$ cat src/rtl/lifo_cmd_pipe_pkg.sv
`default_nettype none
// ============================================================================
//  Module      : lifo_cmd_pipe_pkg
//  Description : Constants shared by the LIFO command pipe and its response
//                buffer (response buffer depth and occupancy width).
//  Revision    : 1.0 - initial release
// ============================================================================
package lifo_cmd_pipe_pkg;

    // Response buffer depth; also the pop credit limit in the top.
    localparam int unsigned SKID_DEPTH = 2;
    // Width of an occupancy count covering 0..SKID_DEPTH.
    localparam int unsigned OCC_W      = 2;

endpackage
`default_nettype wire

$ cat src/rtl/lifo_rsp_skid.sv
`default_nettype none
// ============================================================================
//  Module      : lifo_rsp_skid
//  Description : Two-entry valid/ready response buffer.  When empty, the
//                incoming word is presented directly at the output in the
//                cycle it arrives; otherwise the oldest stored word is shown.
//                Output data is forced to zero when nothing is available.
//  Revision    : 1.0 - initial release
// ============================================================================
module lifo_rsp_skid
    import lifo_cmd_pipe_pkg::*;
#(
    parameter int unsigned W = 32
) (
    input  logic             clk,
    input  logic             arst,
    input  logic             i_vld,
    input  logic [W-1:0]     i_data,
    output logic             o_vld,
    output logic [W-1:0]     o_data,
    input  logic             i_rdy,
    output logic [OCC_W-1:0] o_occ
);

    logic [W-1:0]     slot_q [SKID_DEPTH];
    logic [W-1:0]     slot_d [SKID_DEPTH];
    logic             head_q, head_d;
    logic [OCC_W-1:0] occ_q, occ_d;

    logic             w_empty;
    logic             w_bypass;
    logic             w_store;
    logic             w_deq_slot;
    logic             w_tail;

    assign w_empty    = (occ_q == '0);
    // An arriving word consumed in the same cycle it appears never needs a slot.
    assign w_bypass   = w_empty & i_vld & i_rdy;
    assign w_store    = i_vld & ~w_bypass;
    assign w_deq_slot = ~w_empty & i_rdy;
    // Tail = head + occ (mod 2).
    assign w_tail     = head_q ^ occ_q[0];

    assign o_vld  = w_empty ? i_vld : 1'b1;
    assign o_data = !w_empty ? slot_q[head_q] : (i_vld ? i_data : '0);
    assign o_occ  = occ_q;

    // Next-state: slot write, head advance and occupancy update.
    always_comb begin
        slot_d = slot_q;
        if (w_store) begin
            slot_d[w_tail] = i_data;
        end
        head_d = w_deq_slot ? ~head_q : head_q;
        occ_d  = occ_q + {{(OCC_W-1){1'b0}}, w_store} - {{(OCC_W-1){1'b0}}, w_deq_slot};
    end

    // State register; reset empties the buffer and discards held words.
    always_ff @(posedge clk or posedge arst) begin
        if (arst) begin
            for (int i = 0; i < int'(SKID_DEPTH); i++) begin
                slot_q[i] <= '0;
            end
            head_q <= 1'b0;
            occ_q  <= '0;
        end else begin
            slot_q <= slot_d;
            head_q <= head_d;
            occ_q  <= occ_d;
        end
    end

    a_no_skid_overflow: assert property (@(posedge clk) disable iff (arst)
        !(w_store && (occ_q == OCC_W'(SKID_DEPTH))));

endmodule
`default_nettype wire

$ cat src/rtl/lifo_cmd_pipe.sv
`default_nettype none
// ============================================================================
//  Module      : lifo_cmd_pipe
//  Description : LIFO with valid/ready push, pop and response channels.
//                Holds the count, a flop-array store and a registered read
//                port feeding a two-entry response buffer.  Pops are admitted
//                only while the in-flight read plus buffered responses leave
//                room in the buffer.
//  Revision    : 1.0 - initial release
// ============================================================================
module lifo_cmd_pipe
    import lifo_cmd_pipe_pkg::*;
#(
    parameter int unsigned N      = 16,
    parameter int unsigned W      = 32,
    parameter int unsigned ADDR_W = $clog2(N),
    parameter int unsigned CNT_W  = ADDR_W + 1
) (
    input  logic             clk,
    input  logic             arst,
    input  logic             i_push_vld,
    input  logic [W-1:0]     i_push_data,
    output logic             o_push_rdy,
    input  logic             i_pop_vld,
    output logic             o_pop_rdy,
    output logic             o_rsp_vld,
    output logic [W-1:0]     o_rsp_data,
    input  logic             i_rsp_rdy,
    output logic [CNT_W-1:0] o_cnt,
    output logic             o_empty,
    output logic             o_full
);

    typedef logic [CNT_W-1:0]  cnt_t;
    typedef logic [ADDR_W-1:0] addr_t;
    typedef logic [W-1:0]      word_t;

    localparam cnt_t c_full_cnt = cnt_t'(N);

    cnt_t  cnt_q, cnt_d;
    logic  empty_q, empty_d;
    logic  full_q, full_d;
    logic  inflight_q, inflight_d;
    word_t mem_q [N];
    word_t mem_d [N];
    word_t rd_data_q, rd_data_d;

    logic             w_push_fire;
    logic             w_pop_fire;
    addr_t            w_top_addr;
    addr_t            w_wr_addr;
    logic [OCC_W-1:0] w_skid_occ;
    logic [OCC_W-1:0] w_credit_used;

    assign o_push_rdy    = ~full_q;
    assign w_credit_used = {{(OCC_W-1){1'b0}}, inflight_q} + w_skid_occ;
    assign o_pop_rdy     = ~empty_q & (w_credit_used < OCC_W'(SKID_DEPTH));

    assign w_push_fire   = i_push_vld & o_push_rdy;
    assign w_pop_fire    = i_pop_vld & o_pop_rdy;
    assign w_top_addr    = addr_t'(cnt_q - cnt_t'(1));

    assign o_cnt   = cnt_q;
    assign o_empty = empty_q;
    assign o_full  = full_q;

    // Count next-state; empty/full flags are decoded from the next count.
    always_comb begin
        cnt_d = cnt_q;
        unique case ({w_push_fire, w_pop_fire})
            2'b10:   cnt_d = cnt_q + cnt_t'(1);
            2'b01:   cnt_d = cnt_q - cnt_t'(1);
            default: cnt_d = cnt_q;
        endcase
        empty_d    = (cnt_d == '0);
        full_d     = (cnt_d == c_full_cnt);
        inflight_d = w_pop_fire;
    end

    // Store write and read-port capture; a simultaneous push replaces the
    // top word after the old top has been read out.
    always_comb begin
        mem_d     = mem_q;
        w_wr_addr = w_pop_fire ? w_top_addr : addr_t'(cnt_q);
        if (w_push_fire) begin
            mem_d[w_wr_addr] = i_push_data;
        end
        rd_data_d = w_pop_fire ? mem_q[w_top_addr] : rd_data_q;
    end

    // Control state register.
    always_ff @(posedge clk or posedge arst) begin
        if (arst) begin
            cnt_q      <= '0;
            empty_q    <= 1'b1;
            full_q     <= 1'b0;
            inflight_q <= 1'b0;
        end else begin
            cnt_q      <= cnt_d;
            empty_q    <= empty_d;
            full_q     <= full_d;
            inflight_q <= inflight_d;
        end
    end

    // Data path registers are left unreset; validity is tracked by the control state.
    always_ff @(posedge clk) begin
        mem_q     <= mem_d;
        rd_data_q <= rd_data_d;
    end

    lifo_rsp_skid #(
        .W (W)
    ) u_rsp_skid (
        .clk    (clk),
        .arst   (arst),
        .i_vld  (inflight_q),
        .i_data (rd_data_q),
        .o_vld  (o_rsp_vld),
        .o_data (o_rsp_data),
        .i_rdy  (i_rsp_rdy),
        .o_occ  (w_skid_occ)
    );

    a_not_full_and_empty: assert property (@(posedge clk) disable iff (arst)
        !(full_q && empty_q));

    a_cnt_in_range: assert property (@(posedge clk) disable iff (arst)
        (cnt_q <= c_full_cnt));

endmodule
`default_nettype wire
$ cat config.mk
export PLATFORM = sky130hd
export DESIGN_NAME = lifo_cmd_pipe
export DESIGN_NICKNAME = d
export VERILOG_FILES = /design/src/rtl/lifo_cmd_pipe_pkg.sv /design/src/rtl/lifo_rsp_skid.sv /design/src/rtl/lifo_cmd_pipe.sv
export SDC_FILE = /design/constraint.sdc
export NUM_CORES = 1
export LEC_CHECK = 0
export BUFFER_PORTS_ARGS = -buffer_cell sky130_fd_sc_hd__buf_2
export CAP_MARGIN = 20
export CORE_MARGIN = 10
export CORE_UTILIZATION = 45
export CTS_CLUSTER_DIAMETER = 50
export CTS_CLUSTER_SIZE = 24
export DETAILED_ROUTE_END_ITERATION = 10
export SLEW_MARGIN = 25
export SYNTH_ARGS = -nofsm -noshare
export SYNTH_HDL_FRONTEND = slang
export SYNTH_SLANG_ARGS = --single-unit
$ cat constraint.sdc
create_clock -name clk -period 5.74 [get_ports clk]
set_clock_uncertainty 0.1 [all_clocks]
set_input_delay 1.148 -clock clk [delete_from_list [all_inputs] [get_ports clk]]
set_output_delay 1.148 -clock clk [all_outputs]
set_load 0.02 [all_outputs]
==> results.rst <==
.. list-table::
   :header-rows: 1

   * - Metric
     - Value
   * - Height of the die
     - 252 um
   * - Effective utilization at floorplan
     - 45.7%
   * - Grt total ovfl
     - 0
   * - Total die area
     - 63500 sq um
   * - Total Power
     - 15000 uW
   * - Static Leak
     - 0.00904 uW
   * - Final RePlAce weighted congestion
     - 0.785
   * - Run status
     - complete, no violations
   * - Standard cell area after detailed placement
     - 25600 sq um
   * - Fillers
     - 4147
   * - Post-CTS setup buffers
     - 0
   * - Global-route track usage on met1
     - 23.3%
   * - Via count of the first global-routing pass
     - 11400
   * - CTS clock-pin slew for the worst setup and hold paths
     - 0.07 ns
   * - Max VDD drop
     - 0.327 mV
   * - Period utilisation layout
     - 67.9%
   * - Share of post-route cells with drive strength above 1
     - 36.7%
   * - Number of flip-flops and latches in the synthesized netlist
     - 619
   * - Worst r2r path cells
     - 7
   * - Final Critical Period
     - 3.90 ns
   * - # resized after CTS
     - 0
   * - Number of placement rows
     - 84
   * - Per-instance average area after synthesis
     - 21.6 sq um
   * - Source of the worst register-to-register timing path
     - u_rsp_skid.o_occ[0]
   * - Number of nets in the synthesized netlist
     - 1163
   * - H-tree depth
     - 2
   * - Number of synthesized flops with an enable pin
     - 544
   * - Clk Latency, worst-skew pair
     - 0.60 ns
   * - Cell count after synthesis
     - 1120
   * - Half-perimeter wire length after detailed placement
     - 30.5 mm
   * - Sinks on Clock Net
     - 619
   * - Area contributors post-synth
     - edfxtp_1 67%, mux4_2 15%, dfrtp_1 7.6%
   * - Final-report setup violation count
     - 0
   * - Post-layout net count
     - 1265
   * - Leading cell type by number of instances after synthesis
     - edfxtp_1
   * - Power per cell area
     - 546 nW/um^2
   * - Layer with the highest usage
     - met2
   * - Dominant cell type by area after synthesis
     - edfxtp_1
   * - Maximum operating frequency
     - 256 MHz
   * - Remaining routing DRC violations
     - 0
   * - P&R area growth vs syn
     - 13.4%
   * - Antenna diode count
     - 0
   * - Leading register cell type out of synthesis
     - edfxtp_1
   * - Reg-to-reg slack, setup
     - 1.84 ns
   * - Post-synthesis cell area
     - 24200 sq um
   * - Number of ports placed on the die boundary
     - 79
   * - First drt pass iteration count
     - 5
   * - Core area
     - 53000 sq um
   * - DR vias
     - 11300
   * - Routing usage on met3
     - 3.26%
   * - Max clock buf depth
     - 3
   * - Max-capacitance violation count
     - 0
   * - First-pass GRT wire length
     - 75.8 mm
   * - Largest net degree at the start of global routing
     - 82
   * - Global router's overall resource usage
     - 15.9%
   * - TNS Setup
     - 0 ns
   * - Ratio of routed vias to standard cells
     - 5.77
   * - Maximum net fanout on the critical path
     - 32
   * - CTS Buf Count
     - 52
   * - Count of distinct cell types in the synthesized netlist
     - 45
   * - Slew at the pin closest to its max-slew limit
     - 0.968 ns
   * - Chip width
     - 252 um
   * - Clock tree from TritonCTS
     - yes
   * - Clock Root Buffer
     - clkbuf_16
   * - Final hold violation count
     - 0
   * - Worst max-slew margin expressed relative to the limit
     - 35.3%
   * - Worst Path Required
     - 5.93 ns
   * - Startpoint of the worst hold path
     - u_rsp_skid.slot_q[35]
   * - Sequential cell area fraction in the yosys report
     - 75.2%
   * - Terminus of the critical flop-to-flop path
     - mem_q[300]
   * - Type of element capturing the critical path
     - flip-flop
   * - Number of synthesis warnings
     - 0
   * - Fin area
     - 27500 sq um
   * - Met2 track demand over resource
     - 24.1%
   * - Hold-fix buffers, CTS
     - 0
   * - Number of antenna violations at the first check in global routing
     - 4
   * - Final wirelength
     - 50.2 mm
   * - Post-synthesis async set-or-reset flop share
     - 12.1%
   * - Start-to-end type of the worst setup path
     - reg2reg
   * - Destination of the worst hold path
     - u_rsp_skid.slot_q[35]
   * - RSZ-0062 raised after global routing
     - no
   * - Share of the synthesized area in the top cell type
     - 67.4%
   * - Kind of launch point of the worst setup path
     - flip-flop
   * - Final ANT Viol Nets
     - 0
   * - Hold Path Cell Cnt
     - 1
   * - Core occupancy in the finished layout
     - 51.9%
   * - DR WL/cell
     - 25.7 um
   * - Initial DRC count
     - 1029
   * - Final hold slack
     - 0.404 ns
   * - Commonest cells in the synthesized netlist
     - 544 x edfxtp_1, 160 x mux4_2, 74 x dfrtp_1, 65 x mux2_2, 39 x o21ai_0
   * - Final count of pins violating max slew
     - 0
   * - Class of the most critical hold timing path
     - reg2reg
   * - IO Port Bufs
     - 78
   * - Data arrival, critical path
     - 4.09 ns
flip-flops by register name, summed over array words and instances (netlist names):
signal             cells
u_rsp_skid.o_occ       2
mem_q                512
u_rsp_skid.slot_q     64
inflight_q             1
o_full                 1
o_empty                1
o_cnt                  5
u_rsp_skid.head_q      1
rd_data_q             32
power breakdown:
part,leakage (uW),switching (uW),internal [uW],total [uW]
Clock,0.000902,1840,1910,3760
Combinational,0.00231,2800,2220,5020
Sequential,0.00582,392,5830,6220
Total,0.00904,5040,9970,15000
how the worst max path moves through the flow:
stage,slack (ns),endpoint,from,depth (start not counted)
global placement,1.50,mem_q[297],i_pop_vld,7
global route,1.61,mem_q[300],u_rsp_skid.o_occ[0],7
detailed placement,1.55,mem_q[297],i_pop_vld,7
CTS,1.77,mem_q[457],o_cnt[2],8
floorplan,1.53,mem_q[224],o_cnt[0],11
finish,1.84,mem_q[300],u_rsp_skid.o_occ[0],7
layout by cell type, fill, tap and decap left out, types with 13 or more instances in the layout:
cell	n
inv_1	13
o21ai_0	35
mux4_2	160
nor2_4	18
nand3_1	34
buf_4	30
mux2i_1	34
clkbuf_16	53
buf_2	78
edfxtp_1	544
mux2_2	65
dfrtp_1	72
per-stage QoR:
step / cells / setup WS, ns
floorplan: 1120 / 1.53
finish: 1952 / 1.84
global placement: 1855 / 1.50
CTS: 1952 / 1.77
detailed placement: 1856 / 1.55
global route: 1952 / 1.61
metal layers:
metal | wire length [um] | vias up
li1 | - | 4850
met1 | 22700 | 6008
met2 | 23300 | 337
met3 | 3310 | 66
met4 | 913 | 0
met5 | 0 | -
critical path, cell delays in order (launching register included):
cell	delay [ns]
dfrtp_1	0.48
a211oi_1	0.46
o21a_2	0.47
buf_4	0.43
and4_1	0.25
a31oi_1	0.16
nor2_4	0.88
buf_4	0.35
kinds of logic after synthesis:
group                      share of synthesized area [%]
adders and majority gates                          0.310
AOI/OAI and AO/OA                                   1.46
xor gates and xnor gates                           0.145
DFF                                                 75.2
and+or+nand+nor                                     1.97
muxes                                               19.3
buffers and inverters                               1.65
layout make-up:
type | instances | area (sq um) | area share [%]
clock buffers | 53 | 1330 | 4.83
clock inverters | 43 | 539 | 1.96
inverters | 14 | 53.8 | 0.196
multi-input cells | 423 | 5790 | 21.1
flip-flops and latches | 619 | 18200 | 66.3
well taps | 688 | 861 | 3.13
repair buffers | 112 | 686 | 2.50
Power figures use the tool's default switching activity.
